[config.mk]
export PLATFORM = sky130hd
export DESIGN_NAME = decode_stage_flat
export DESIGN_NICKNAME = d
export VERILOG_FILES = /design/src/rtl/decode_stage_pkg.sv /design/src/rtl/decode_stage_if.sv /design/src/rtl/decode_stage_imm_gen.sv /design/src/rtl/decode_stage.sv /design/src/flat_wrapper.sv
export SDC_FILE = /design/constraint.sdc
export NUM_CORES = 1
export LEC_CHECK = 0
export ABC_AREA = 1
export ABC_CLOCK_PERIOD_IN_PS = 2000
export BUFFER_PORTS_ARGS = -buffer_cell sky130_fd_sc_hd__buf_2
export CAP_MARGIN = 20
export CORE_AREA = 4 4 182 184
export DETAILED_ROUTE_END_ITERATION = 7
export DIE_AREA = 0 0 186 188
export GPL_TIMING_DRIVEN = 0
export HOLD_SLACK_MARGIN = 0.02
export PLACE_DENSITY = 0.59
export RECOVER_POWER = 25
export SETUP_SLACK_MARGIN = 0.15
export SYNTH_ARGS = -nofsm -noshare
export SYNTH_HDL_FRONTEND = slang
export SYNTH_SLANG_ARGS = --single-unit
[constraint.sdc]
create_clock -name clk -period 2 [get_ports clk]
set_input_delay 0.5 -clock clk [delete_from_list [all_inputs] [get_ports clk]]
set_output_delay 0.5 -clock clk [all_outputs]
set_load 0.05 [all_outputs]
[src/rtl/decode_stage_pkg.sv]
// RV32I decode-stage shared definitions:
// opcodes, immediate formats and the ID/EX bundle.
package decode_stage_pkg;

    localparam int XLEN = 32;

    localparam logic [4:0]      REG_ZERO    = 5'd0;
    localparam logic [XLEN-1:0] RESET_VALUE = '0;

    localparam logic [6:0] OP_LUI      = 7'b0110111;
    localparam logic [6:0] OP_AUIPC    = 7'b0010111;
    localparam logic [6:0] OP_JAL      = 7'b1101111;
    localparam logic [6:0] OP_JALR     = 7'b1100111;
    localparam logic [6:0] OP_BRANCH   = 7'b1100011;
    localparam logic [6:0] OP_LOAD     = 7'b0000011;
    localparam logic [6:0] OP_STORE    = 7'b0100011;
    localparam logic [6:0] OP_OPIMM    = 7'b0010011;
    localparam logic [6:0] OP_OP       = 7'b0110011;
    localparam logic [6:0] OP_MISC_MEM = 7'b0001111;
    localparam logic [6:0] OP_SYSTEM   = 7'b1110011;

    typedef enum logic [2:0] {
        IMM_I,
        IMM_S,
        IMM_B,
        IMM_U,
        IMM_J,
        IMM_NONE
    } imm_fmt_e;

    typedef struct packed {
        logic [XLEN-1:0] pc;
        logic [XLEN-1:0] imm;
        logic [XLEN-1:0] rs1_val;
        logic [XLEN-1:0] rs2_val;
        logic [4:0]      rs1;
        logic [4:0]      rs2;
        logic [4:0]      rd;
        logic [6:0]      opcode;
        logic [2:0]      funct3;
        logic [6:0]      funct7;
        logic            illegal;
    } id_ex_t;

    // Low two bits are part of the opcode, so
    // a compressed encoding never matches here.
    function automatic logic is_legal(
        input logic [6:0] op
    );
        is_legal = (op == OP_LUI)
                || (op == OP_AUIPC)
                || (op == OP_JAL)
                || (op == OP_JALR)
                || (op == OP_BRANCH)
                || (op == OP_LOAD)
                || (op == OP_STORE)
                || (op == OP_OPIMM)
                || (op == OP_OP)
                || (op == OP_MISC_MEM)
                || (op == OP_SYSTEM);
    endfunction

    function automatic imm_fmt_e fmt_of(
        input logic [6:0] op
    );
        fmt_of = IMM_NONE;
        unique case (1'b1)
            (op == OP_LOAD),
            (op == OP_OPIMM),
            (op == OP_JALR),
            (op == OP_SYSTEM): fmt_of = IMM_I;
            (op == OP_STORE):  fmt_of = IMM_S;
            (op == OP_BRANCH): fmt_of = IMM_B;
            (op == OP_LUI),
            (op == OP_AUIPC):  fmt_of = IMM_U;
            (op == OP_JAL):    fmt_of = IMM_J;
            default:           fmt_of = IMM_NONE;
        endcase
    endfunction

endpackage

[src/rtl/decode_stage_if.sv]
// Fetch-side and execute-side handshake bundle
// of the decode stage.
interface decode_stage_if;
    import decode_stage_pkg::*;

    logic            in_valid;
    logic            in_ready;
    logic [XLEN-1:0] in_instr;
    logic [XLEN-1:0] in_pc;
    logic            flush;

    logic            out_valid;
    logic            out_ready;
    logic [XLEN-1:0] out_pc;
    logic [XLEN-1:0] out_imm;
    logic [XLEN-1:0] out_rs1_val;
    logic [XLEN-1:0] out_rs2_val;
    logic [4:0]      out_rs1;
    logic [4:0]      out_rs2;
    logic [4:0]      out_rd;
    logic [6:0]      out_opcode;
    logic [2:0]      out_funct3;
    logic [6:0]      out_funct7;
    logic            out_illegal;

    modport master (
        output in_valid, in_instr, in_pc, flush,
        input  in_ready,
        output out_ready,
        input  out_valid, out_pc, out_imm,
        input  out_rs1_val, out_rs2_val,
        input  out_rs1, out_rs2, out_rd,
        input  out_opcode, out_funct3, out_funct7,
        input  out_illegal
    );

    modport slave (
        input  in_valid, in_instr, in_pc, flush,
        output in_ready,
        input  out_ready,
        output out_valid, out_pc, out_imm,
        output out_rs1_val, out_rs2_val,
        output out_rs1, out_rs2, out_rd,
        output out_opcode, out_funct3, out_funct7,
        output out_illegal
    );

endinterface

[src/rtl/decode_stage_imm_gen.sv]
// Immediate generator: reassembles and sign-
// extends the immediate for a given format.
module imm_gen
    import decode_stage_pkg::*;
(
    input  logic [31:7]     i_instr,
    input  imm_fmt_e        i_fmt,
    output logic [XLEN-1:0] o_imm
);

    // Format-driven bit shuffle, zero otherwise
    always_comb begin
        o_imm = '0;
        unique case (i_fmt)
            IMM_I: o_imm = {{20{i_instr[31]}},
                            i_instr[31:20]};
            IMM_S: o_imm = {{20{i_instr[31]}},
                            i_instr[31:25],
                            i_instr[11:7]};
            IMM_B: o_imm = {{19{i_instr[31]}},
                            i_instr[31],
                            i_instr[7],
                            i_instr[30:25],
                            i_instr[11:8],
                            1'b0};
            IMM_U: o_imm = {i_instr[31:12],
                            12'b0};
            IMM_J: o_imm = {{11{i_instr[31]}},
                            i_instr[31],
                            i_instr[19:12],
                            i_instr[20],
                            i_instr[30:21],
                            1'b0};
            default: o_imm = '0;
        endcase
    end

endmodule

[src/rtl/decode_stage.sv]
// RV32I decode: field split, immediate, bypassed
// operands, single-entry ID/EX buffer.
module decode_stage
    import decode_stage_pkg::*;
(
    input  logic            clk,
    input  logic            rst,
    decode_stage_if.slave   bus,
    output logic [4:0]      rf_ra1,
    output logic [4:0]      rf_ra2,
    input  logic [XLEN-1:0] rf_rd1,
    input  logic [XLEN-1:0] rf_rd2,
    input  logic            wb_we,
    input  logic [4:0]      wb_wa,
    input  logic [XLEN-1:0] wb_wd
);

    logic            r_valid;
    id_ex_t          r_q;

    logic [4:0]      w_rs1;
    logic [4:0]      w_rs2;
    logic [6:0]      w_opcode;
    logic            w_legal;
    imm_fmt_e        w_fmt;
    logic [XLEN-1:0] w_imm;
    logic [XLEN-1:0] w_rs1_val;
    logic [XLEN-1:0] w_rs2_val;
    logic            w_capture;
    logic            w_stall;
    id_ex_t          w_next;

    assign w_rs1    = bus.in_instr[19:15];
    assign w_rs2    = bus.in_instr[24:20];
    assign w_opcode = bus.in_instr[6:0];
    assign w_legal  = is_legal(w_opcode);
    assign w_fmt    = w_legal ? fmt_of(w_opcode)
                              : IMM_NONE;

    assign rf_ra1 = w_rs1;
    assign rf_ra2 = w_rs2;

    imm_gen u_imm_gen (
        .i_instr (bus.in_instr[31:7]),
        .i_fmt   (w_fmt),
        .o_imm   (w_imm)
    );

    // Operand select: x0, then same-cycle
    // writeback (RF write not yet landed), then RF
    always_comb begin
        w_rs1_val = rf_rd1;
        w_rs2_val = rf_rd2;
        if (w_rs1 == REG_ZERO)
            w_rs1_val = RESET_VALUE;
        else if (wb_we && wb_wa == w_rs1)
            w_rs1_val = wb_wd;
        if (w_rs2 == REG_ZERO)
            w_rs2_val = RESET_VALUE;
        else if (wb_we && wb_wa == w_rs2)
            w_rs2_val = wb_wd;
    end

    // Bundle the decoded fields for capture
    always_comb begin
        w_next         = '0;
        w_next.pc      = bus.in_pc;
        w_next.imm     = w_imm;
        w_next.rs1_val = w_rs1_val;
        w_next.rs2_val = w_rs2_val;
        w_next.rs1     = w_rs1;
        w_next.rs2     = w_rs2;
        w_next.rd      = bus.in_instr[11:7];
        w_next.opcode  = w_opcode;
        w_next.funct3  = bus.in_instr[14:12];
        w_next.funct7  = bus.in_instr[31:25];
        w_next.illegal = !w_legal;
    end

    assign bus.in_ready = !bus.flush
                       && (!r_valid || bus.out_ready);
    assign w_capture    = bus.in_valid && bus.in_ready;
    assign w_stall      = r_valid && !bus.out_ready;

    // Buffer update: rst > flush > capture/drain
    // > refresh of held operands during a stall
    always_ff @(posedge clk) begin
        if (rst) begin
            r_valid <= 1'b0;
            r_q     <= '0;
        end else if (bus.flush) begin
            r_valid <= 1'b0;
        end else if (w_capture) begin
            r_valid <= 1'b1;
            r_q     <= w_next;
        end else if (r_valid && bus.out_ready) begin
            r_valid <= 1'b0;
        end else if (w_stall && wb_we
                     && wb_wa != REG_ZERO) begin
            if (wb_wa == r_q.rs1)
                r_q.rs1_val <= wb_wd;
            if (wb_wa == r_q.rs2)
                r_q.rs2_val <= wb_wd;
        end
    end

    assign bus.out_valid   = r_valid;
    assign bus.out_pc      = r_q.pc;
    assign bus.out_imm     = r_q.imm;
    assign bus.out_rs1_val = r_q.rs1_val;
    assign bus.out_rs2_val = r_q.rs2_val;
    assign bus.out_rs1     = r_q.rs1;
    assign bus.out_rs2     = r_q.rs2;
    assign bus.out_rd      = r_q.rd;
    assign bus.out_opcode  = r_q.opcode;
    assign bus.out_funct3  = r_q.funct3;
    assign bus.out_funct7  = r_q.funct7;
    assign bus.out_illegal = r_q.illegal;

endmodule
[src/flat_wrapper.sv]
// flat-port wrapper written by rule: the top's interface ports become plain ports
module decode_stage_flat import decode_stage_pkg::*;
  (clk, rst, rf_ra1, rf_ra2, rf_rd1, rf_rd2, wb_we, wb_wa, wb_wd, bus_in_valid, bus_in_instr, bus_in_pc, bus_flush, bus_in_ready, bus_out_ready, bus_out_valid, bus_out_pc, bus_out_imm, bus_out_rs1_val, bus_out_rs2_val, bus_out_rs1, bus_out_rs2, bus_out_rd, bus_out_opcode, bus_out_funct3, bus_out_funct7, bus_out_illegal);
  decode_stage_if bus_i ();
  input  logic clk;
  input  logic rst;
  output logic [4:0] rf_ra1;
  output logic [4:0] rf_ra2;
  input  logic [XLEN-1:0] rf_rd1;
  input  logic [XLEN-1:0] rf_rd2;
  input  logic wb_we;
  input  logic [4:0] wb_wa;
  input  logic [XLEN-1:0] wb_wd;
  input wire logic [$bits(bus_i.in_valid)-1:0] bus_in_valid;
  input wire logic [$bits(bus_i.in_instr)-1:0] bus_in_instr;
  input wire logic [$bits(bus_i.in_pc)-1:0] bus_in_pc;
  input wire logic [$bits(bus_i.flush)-1:0] bus_flush;
  output wire logic [$bits(bus_i.in_ready)-1:0] bus_in_ready;
  input wire logic [$bits(bus_i.out_ready)-1:0] bus_out_ready;
  output wire logic [$bits(bus_i.out_valid)-1:0] bus_out_valid;
  output wire logic [$bits(bus_i.out_pc)-1:0] bus_out_pc;
  output wire logic [$bits(bus_i.out_imm)-1:0] bus_out_imm;
  output wire logic [$bits(bus_i.out_rs1_val)-1:0] bus_out_rs1_val;
  output wire logic [$bits(bus_i.out_rs2_val)-1:0] bus_out_rs2_val;
  output wire logic [$bits(bus_i.out_rs1)-1:0] bus_out_rs1;
  output wire logic [$bits(bus_i.out_rs2)-1:0] bus_out_rs2;
  output wire logic [$bits(bus_i.out_rd)-1:0] bus_out_rd;
  output wire logic [$bits(bus_i.out_opcode)-1:0] bus_out_opcode;
  output wire logic [$bits(bus_i.out_funct3)-1:0] bus_out_funct3;
  output wire logic [$bits(bus_i.out_funct7)-1:0] bus_out_funct7;
  output wire logic [$bits(bus_i.out_illegal)-1:0] bus_out_illegal;
  assign bus_i.in_valid = bus_in_valid;
  assign bus_i.in_instr = bus_in_instr;
  assign bus_i.in_pc = bus_in_pc;
  assign bus_i.flush = bus_flush;
  assign bus_in_ready = bus_i.in_ready;
  assign bus_i.out_ready = bus_out_ready;
  assign bus_out_valid = bus_i.out_valid;
  assign bus_out_pc = bus_i.out_pc;
  assign bus_out_imm = bus_i.out_imm;
  assign bus_out_rs1_val = bus_i.out_rs1_val;
  assign bus_out_rs2_val = bus_i.out_rs2_val;
  assign bus_out_rs1 = bus_i.out_rs1;
  assign bus_out_rs2 = bus_i.out_rs2;
  assign bus_out_rd = bus_i.out_rd;
  assign bus_out_opcode = bus_i.out_opcode;
  assign bus_out_funct3 = bus_i.out_funct3;
  assign bus_out_funct7 = bus_i.out_funct7;
  assign bus_out_illegal = bus_i.out_illegal;
  decode_stage u_core (.clk(clk), .rst(rst), .bus(bus_i), .rf_ra1(rf_ra1), .rf_ra2(rf_ra2), .rf_rd1(rf_rd1), .rf_rd2(rf_rd2), .wb_we(wb_we), .wb_wa(wb_wa), .wb_wd(wb_wd));
endmodule
==> results of run 1 <==
==> per-layer routing <==
metal | global-route usage (%) | vias to the layer above
met5 | 0 | -
met4 | 5.35 | 6
met3 | 5.53 | 49
met2 | 36.0 | 462
met1 | 27.0 | 4957
li1 | - | 5455
==> where the power goes <==
part	leakage [nW]	total [mW]	internal, mW	switching (mW)
logic	4.54	2.07	0.560	1.51
registers	1.33	3.47	3.38	0.0896
clock network	0.295	3.58	2.00	1.58
==> synth_stat cells <==
cell	instances
buf_4	11
nand3_4	1
buf_6	7
nor2_4	5
buf_1	6
dfxtp_1	162
nand2_1	416
nand3_1	182
buf_2	65
nor2_1	49
xor2_1	6
nand3_2	4
nand2_2	3
o21bai_1	64
nor2_2	5
o21ai_1	1
o21ai_0	20
clkbuf_1	31
nor3_1	3
inv_1	192
a211oi_1	1
nand4_1	65
a21oi_1	164
inv_2	10
==> state kept, by name (all words and copies together), names as in the netlist <==
signal                  flops
u_core.bus.out_rs1_val     32
u_core.bus.out_funct3       3
u_core.bus.out_funct7       7
u_core.bus.out_rs2          5
u_core.bus.out_valid        1
u_core.bus.out_pc          32
u_core.bus.out_illegal      1
u_core.bus.out_imm         32
u_core.bus.out_rs2_val     32
u_core.bus.out_rs1          5
u_core.bus.out_rd           5
u_core.bus.out_opcode       7
==> final timing paths <==
check | startpoint | end | slack, ns | cells after the start
setup / recovery | u_core.bus.out_rs2_val[20] | bus_out_rs2_val[20] | 0.18 | 1
hold / removal | bus_flush | u_core.bus.out_valid | 0.28 | 2
setup reg to reg | u_core.bus.out_valid | u_core.bus.out_rs1_val[10] | 0.26 | 9
hold reg to reg | u_core.bus.out_rd[1] | u_core.bus.out_rd[1] | 0.46 | 2
==> cell families after synthesis <==
logic type	after synthesis	share of synthesized area, %
AO/OA/AOI/OAI	250	15.1
XOR/XNOR	6	0.563
buffers and inverters	322	14.8
flip-flops	162	34.7
AND/OR/NAND/NOR	733	34.7
==> final cells by class <==
| type | count | share of cell area (%) |
|---|---|---|
| sequential | 162 | 26.7 |
| clock inverter | 15 | 1.62 |
| timing repair buffer | 341 | 13.2 |
| inverter | 202 | 6.25 |
| buffer | 120 | 5.41 |
| multi-input combinational | 989 | 39.1 |
| antenna | 1 | 0.0206 |
| clock buffer | 17 | 3.51 |
| tap | 402 | 4.14 |
==> what timing repair did <==
action / in CTS / in global routing
gates resized for setup: 5 / 36
hold buffers: 0 / 0
endpoints found under the setup margin: 99 / 117
==> impl_metrics.tcl, run 1 <==
set metrics [dict create \
    status "completed" \
    dpl.cell_count 2216 \
    fin_util_pct 38.7 \
    ys_types 24 \
    final_cells 2249 \
    syn_area_per_cell_sq_um 6.34 \
    placed_cell_area_sq_um 11600 \
    synth_area_leaders "dfxtp_1 (35%), nand2_1 (17%), nand3_1 (9.8%), a21oi_1 (8.8%), inv_1 (7.7%)" \
    worst_slack_ns 0.178 \
    register_area_sq_um 3240 \
    p_per_area_nw_per_um2 751 \
    grt-ovfl-total 0 \
    port_buffers 341 \
    fp.dieArea_sq_um 35000 \
    fp.coreArea_sq_um 31400 \
    slew_violations 0 \
    worstPathArrival_ns 1.32 \
    wirelength_um 39000 \
    setup_viol_count_final 0 \
    grt_max_degree 17 \
    slowest_delay_ns 0.54 \
    crit_path_top_delay_cell "clkbuf_1" \
    avgRoutedWirePerCell_um 17.3 \
    vdd.ir_drop.worst_uv 661 \
    drive_gt1_share_pct 22.8 \
    syn_inst 1473 \
    synth_top_area_share_pct 34.7 \
    die_x_um 186 \
    synth-warning-count 0 \
    fin_nets 2004 \
    antenna_found_initial 4 \
    crit_chain "clkbuf_1" \
    die_y_um 188 \
    first_iter_violations 749 \
    drtPass1Iterations 5 \
    path_buf_inv 1 \
    fin_skew_ns 0.0206 \
    met2_length_um 18600 \
    cts_buffers 17 \
    hold_class "input port to flip-flop" \
    rsz0062_at_grt "true" \
    vias_per_cell 4.86 \
    worstMarginPinSlew_ns 0.803 \
    grt_use_total_pct 21.3 \
    start_kind "flip-flop" \
    highest_layer "met5" \
    critical_path.top_delay_family "buffers and inverters" \
    yosysTopAreaCell "dfxtp_1" \
    final_common_cell "nand2_1" \
    syn_nets 1644 \
    ys_seq_area_share_pct 34.7 \
    dp_slack_ns -0.367 \
    htree_levels 4 \
    finalPower_mw 9.12 \
    post-route-drc-count 0 \
    cts.sinks 162 \
    cap_violations 0 \
    clock_path_buffers 2 \
    setup_tns_ns 0 \
    final_cell_mix "nand2_1 (416), buf_2 (321), inv_1 (192)" \
    grt_pass1_wl_um 58700 \
    crit_required_ns 1.50 \
    multiInputGateArea_sq_um 4740 \
    met3WireLength_um 3270 \
    routabilityCongestion 0.894 \
    hold_viol 0 \
    fmax_mhz 549 \
    cp-end-kind "output port" \
    area_delta_synth_final_pct 30.0 \
    clk_pin_slew_ns 0.07 \
    ant_nets 0 \
    synthesis.area_sq_um 9340 \
    grt_pass1_vias 10518 \
    num_io_pins 344 \
    rows 65 \
    start_util_pct 29.7 \
    cts_root_buf "clkbuf_16" \
    final_cell_area_sq_um 12100 \
    cts_tree "yes" \
    wl_met1_um 16500 \
    holdWs_ns 0.284 \
    slew_headroom_pct 46.5 \
    leakage_nw 6.16 \
    clk_latency_ns 0.46 \
    cts_setup_buffers 0 \
    fillers 3482 \
    cp_max_fo 2 \
    path_class "flip-flop to output port" \
    ys_seq_elements 162 \
    dpl.hpwl_um 30400 \
    vias 10929 \
    min_period_ns 1.82 \
    post-route-period-util_pct 91.1 \
]
No activity file was read; power rests on OpenSTA's default activity.
==> inputs of run 2 (changes only) <==
- BUFFER_PORTS_ARGS: -buffer_cell sky130_fd_sc_hd__buf_2 -> -buffer_cell sky130_fd_sc_hd__clkbuf_2
==> run 2 against run 1 <==
Worst hold slack worse by 0.015 ns. Worst setup slack gained 0.026 ns. Clock skew down 0.0091 ns.
==> impl_metrics.tcl, run 2 (synthesis gave the netlist of run 1 again) <==
set metrics [dict create \
    start_kind "flip-flop" \
    drtPass1Iterations 6 \
    cp_max_fo 3 \
    vdd.ir_drop.worst_uv 547 \
    p_switching_mw 3.20 \
    antenna_found_initial 1 \
    cts.sinks 162 \
    grt_max_degree 18 \
    final_common_cell "nand2_1" \
    grt_use_total_pct 21.3 \
    min_period_ns 1.80 \
    grt_pass1_vias 10341 \
    area_delta_synth_final_pct 29.5 \
    worstMarginPinSlew_ns 0.799 \
    pwr-share-clk_pct 37.9 \
    clock_path_buffers 2 \
    crit_required_ns 1.50 \
    grt_pass1_wl_um 58500 \
    start_util_pct 29.7 \
    avgRoutedWirePerCell_um 17.2 \
    first_iter_violations 690 \
    fp.coreArea_sq_um 31400 \
    hold_viol 0 \
    htree_levels 4 \
    num_io_pins 344 \
    worstPathArrival_ns 1.30 \
    rsz0062_at_grt "true" \
    status "completed" \
    fin_skew_ns 0.0115 \
    post-route-drc-count 0 \
    fp.dieArea_sq_um 35000 \
    hold_class "input port to flip-flop" \
    fin_nets 2004 \
    placed_cell_area_sq_um 11600 \
    clk_pin_slew_ns 0.07 \
    cts_root_buf "clkbuf_16" \
    clk_latency_ns 0.46 \
    ant_nets 0 \
    p_comb_share_pct 23.1 \
    slew_violations 0 \
    path_class "flip-flop to output port" \
    dpl.hpwl_um 30500 \
    cap_violations 0 \
    leakage_nw 6.11 \
    post-route-period-util_pct 89.8 \
    vias 11027 \
    insertedDiodeCount 0 \
    setup_tns_ns 0 \
    vias_per_cell 4.91 \
    die_y_um 188 \
    cts_hold_buf 0 \
    routabilityCongestion 0.886 \
    wirelength_um 38800 \
    seqPwrFrac_pct 39.0 \
    rows 65 \
    cp-end-kind "output port" \
    p_sw_share_pct 35.9 \
    fmax_mhz 557 \
    grt-ovfl-total 0 \
    cts_tree "yes" \
    finalPower_mw 8.91 \
    final_cell_mix "nand2_1 (416), clkbuf_2 (269), inv_1 (192)" \
    intPower_mw 5.71 \
    port_buffers 341 \
    cts_setup_buffers 0 \
    final_cell_area_sq_um 12100 \
    drive_gt1_share_pct 22.6 \
    worst_slack_ns 0.204 \
    die_x_um 186 \
    slew_headroom_pct 46.7 \
    setup_viol_count_final 0 \
    cts_buffers 17 \
    p_per_area_nw_per_um2 737 \
    dp_slack_ns -0.390 \
]
-- run 2: changes by cell type in the layout (fill, tap and decap cells not counted), sizes merged --
cell,change
buf,-255
bufinv,-2
clkbuf,+255
clkinv,-1
clkinvlp,-1
diode,-1
inv,+4
-- run 2: layout make-up --
cell class	instances	area, sq um
multi-input combinational	989	4740
sequential	162	3240
fill	3491	19300
clock inverter	15	160
clock buffer	17	425
buffer	120	646
timing repair buffer	341	1610
tap	402	503
inverter	202	758
-- run 2: worst paths after layout --
check / from / to / slack [ns] / cells after the start
setup / recovery: u_core.bus.out_valid / bus_in_ready / 0.20 / 4
hold / removal: bus_in_pc[20] / u_core.bus.out_pc[20] / 0.27 / 3
setup reg to reg: u_core.bus.out_valid / u_core.bus.out_rs1_val[10] / 0.25 / 9
hold reg to reg: u_core.bus.out_funct3[1] / u_core.bus.out_funct3[1] / 0.46 / 2
-- run 2: stage by stage --
stage                     hold slack [ns]  utilization (%)  cells
after floorplan                     0.571                -   1473
after global placement              0.452             36.8   2216
after detailed placement            0.454             36.8   2216
after CTS                           0.241             38.7   2248
after global routing                0.259             38.5   2248
final                               0.270             38.5   2248
-- run 2: worst max-delay path: stages, from the launching register on --
cell and delay, ns:
dfxtp_2 0.32, nand2_1 0.10, inv_1 0.08, nor2_4 0.11, clkbuf_4 0.23
-- run 2: power groups by stage --
stage	registers, mW	logic (mW)	clock network [mW]
floorplan	4.07	0.825	0
CTS	3.48	2.08	3.46
global placement	3.55	2.06	0
finish	3.48	2.06	3.38
detailed placement	3.55	2.06	0
global route	3.49	2.23	3.58
-- run 2: layer usage --
layer  share of wire (%)  GRT usage, %  vias to the layer above
li1                    -             -                     5452
met1                  42          26.7                     5053
met2                  47          35.9                      463
met3                 8.8          5.65                       57
met4                 2.3          6.25                        2
met5               0.023             0                        -
-- run 2: repair_timing --
item | CTS | global route
gates cloned | 0 | 0
setup endpoints to repair | 99 | 109
pin swaps | 0 | 0
resized for setup | 9 | 20
==> inputs of run 3 (changes only) <==
- CTS_BUF_LIST: default -> sky130_fd_sc_hd__clkbuf_4 sky130_fd_sc_hd__clkbuf_8
==> run 3 against run 2 <==
Cell area down 1.4%. Wire length down 0.23%. Global-route usage down 0.060 points. Worst hold slack worse by 0.051 ns.
==> impl_metrics.tcl, run 3 (synthesis gave the netlist of run 1 again) <==
set metrics [dict create \
    status "completed" \
    crit_chain "clkbuf_1" \
    min_period_ns 1.83 \
    drive_gt1_share_pct 23.6 \
    htree_levels 4 \
    cts_setup_buffers 0 \
    cp-end-kind "output port" \
    grt_pass1_wl_um 58300 \
    wl_met1_um 15900 \
    num_io_pins 344 \
    dpl.cell_count 2216 \
    multiInputGateArea_sq_um 4740 \
    min_to "u_core.bus.out_pc[20]" \
    die_y_um 188 \
    insertedDiodeCount 0 \
    ant_nets 0 \
    cap_violations 0 \
    hold_class "input port to flip-flop" \
    reg2reg_from "u_core.bus.out_valid" \
    hold_viol 0 \
    post-route-period-util_pct 91.7 \
    vias_per_cell 4.89 \
    register_area_sq_um 3240 \
    first_iter_violations 787 \
    leakage_nw 6.09 \
    rrSetupSlack_ns 0.24 \
    drtPass1Iterations 5 \
    post-route-drc-count 0 \
    avgRoutedWirePerCell_um 17.2 \
    die_x_um 186 \
    rsz0062_at_grt "true" \
    clk_latency_ns 0.51 \
    p_per_area_nw_per_um2 678 \
    cts_root_buf "clkbuf_8" \
    clock_path_buffers 2 \
    start_kind "flip-flop" \
    reg2regPathDepth 9 \
    whs_path_depth 3 \
    cts.sinks 162 \
    grt-ovfl-total 0 \
    cts_buffers 17 \
    fin_skew_ns 0.0217 \
    met2_length_um 18400 \
    cp_max_fo 2 \
    crit_required_ns 1.50 \
    path_class "flip-flop to output port" \
    grt_use_total_pct 21.3 \
    fp.coreArea_sq_um 31400 \
    vdd.ir_drop.worst_uv 523 \
    grt_pass1_vias 10319 \
    slew_violations 0 \
    slew_headroom_pct 44.1 \
    final_cells 2248 \
    routabilityCongestion 0.886 \
    dpl.hpwl_um 30500 \
    clk_pin_slew_ns 0.12 \
    critical_path.top_delay_family "buffers and inverters" \
    setup_viol_count_final 0 \
    start_util_pct 29.7 \
    rows 65 \
    final_cell_mix "nand2_1 (415), clkbuf_2 (287), inv_1 (192)" \
    fmax_mhz 545 \
    cts_tree "yes" \
    worstHoldStart "bus_in_pc[20]" \
    met3WireLength_um 3650 \
    vias 10982 \
    finalPower_mw 8.08 \
    fin_nets 2004 \
    fillers 3504 \
    final_common_cell "nand2_1" \
    cts_hold_buf 0 \
    port_buffers 341 \
    highest_layer "met5" \
    crit_path_top_delay_cell "clkbuf_1" \
    slowest_delay_ns 0.48 \
    antenna_found_initial 1 \
    post_cts_resize_count 11 \
    path_buf_inv 1 \
    grt_max_degree 18 \
    area_delta_synth_final_pct 27.7 \
    wirelength_um 38700 \
    worstMarginPinSlew_ns 0.838 \
    holdWs_ns 0.219 \
    fp.dieArea_sq_um 35000 \
    worstPathArrival_ns 1.33 \
    reg2reg_to "u_core.bus.out_rs1_val[10]" \
]
## run 3: cell count changes in the layout (fill, tap and decap cells not counted)
| cell | change |
|---|---|
| buf_2 | -1 |
| clkbuf_1 | -18 |
| clkbuf_2 | +18 |
| nand2_2 | +1 |
| clkbuf_16 | -17 |
| nor2_4 | -1 |
| clkbuf_4 | -1 |
| buf_1 | +1 |
| nor2_2 | +1 |
| clkbuf_8 | +18 |
| nand2_1 | -1 |
## run 3: metrics by stage
stage	setup slack, ns	instance area [sq um]	setup TNS (ns)	utilization, %
after CTS	0.167	12000	0	38.1
final	0.166	11900	0	38.0
after global placement	-0.392	11600	-35.24	36.8
after detailed placement	-0.390	11600	-37.21	36.8
after floorplan	0.118	9340	0	-
after global routing	0.0787	11900	0	38.0
## run 3: layout make-up
type                    count  share of cell area (%)
well taps                 402                    4.22
inverters                 202                    6.36
clock inverters            15                    1.34
multi-input cells         989                    39.8
repair buffers            341                    13.7
flip-flops and latches    162                    27.2
clock buffers              17                    1.96
plain buffers             120                    5.41
## run 3: layer usage
layer  up-vias  GRT usage (%)
li1       5441              -
met1      5022           26.5
met2       467           35.8
met3        50           6.58
met4         2           5.24
met5         -              0
## run 3: worst max-delay path by stage
| stage | cells after the start | to | start |
|---|---|---|---|
| after detailed placement | 11 | u_core.bus.out_rs2_val[15] | bus_out_ready |
| final | 1 | bus_out_rs1_val[7] | u_core.bus.out_rs1_val[7] |
| after CTS | 4 | bus_in_ready | u_core.bus.out_valid |
| after global routing | 1 | bus_out_pc[8] | u_core.bus.out_pc[8] |
| after floorplan | 10 | u_core.bus.out_rs1_val[0] | bus_out_ready |
| after global placement | 11 | u_core.bus.out_rs1_val[25] | bus_out_ready |
## run 3: worst min-delay path, delay by kind of cell
kind	cells	cell delay (ns)
buf+inv	1	0.08
simple gates	1	0.05
compound gates	1	0.05
## run 3: power by group
part           internal [mW]  switching, mW  leakage [nW]
clock network           1.04           1.50         0.196
registers               3.38         0.0963          1.33
logic                  0.559           1.50          4.57
total                   4.98           3.10          6.09
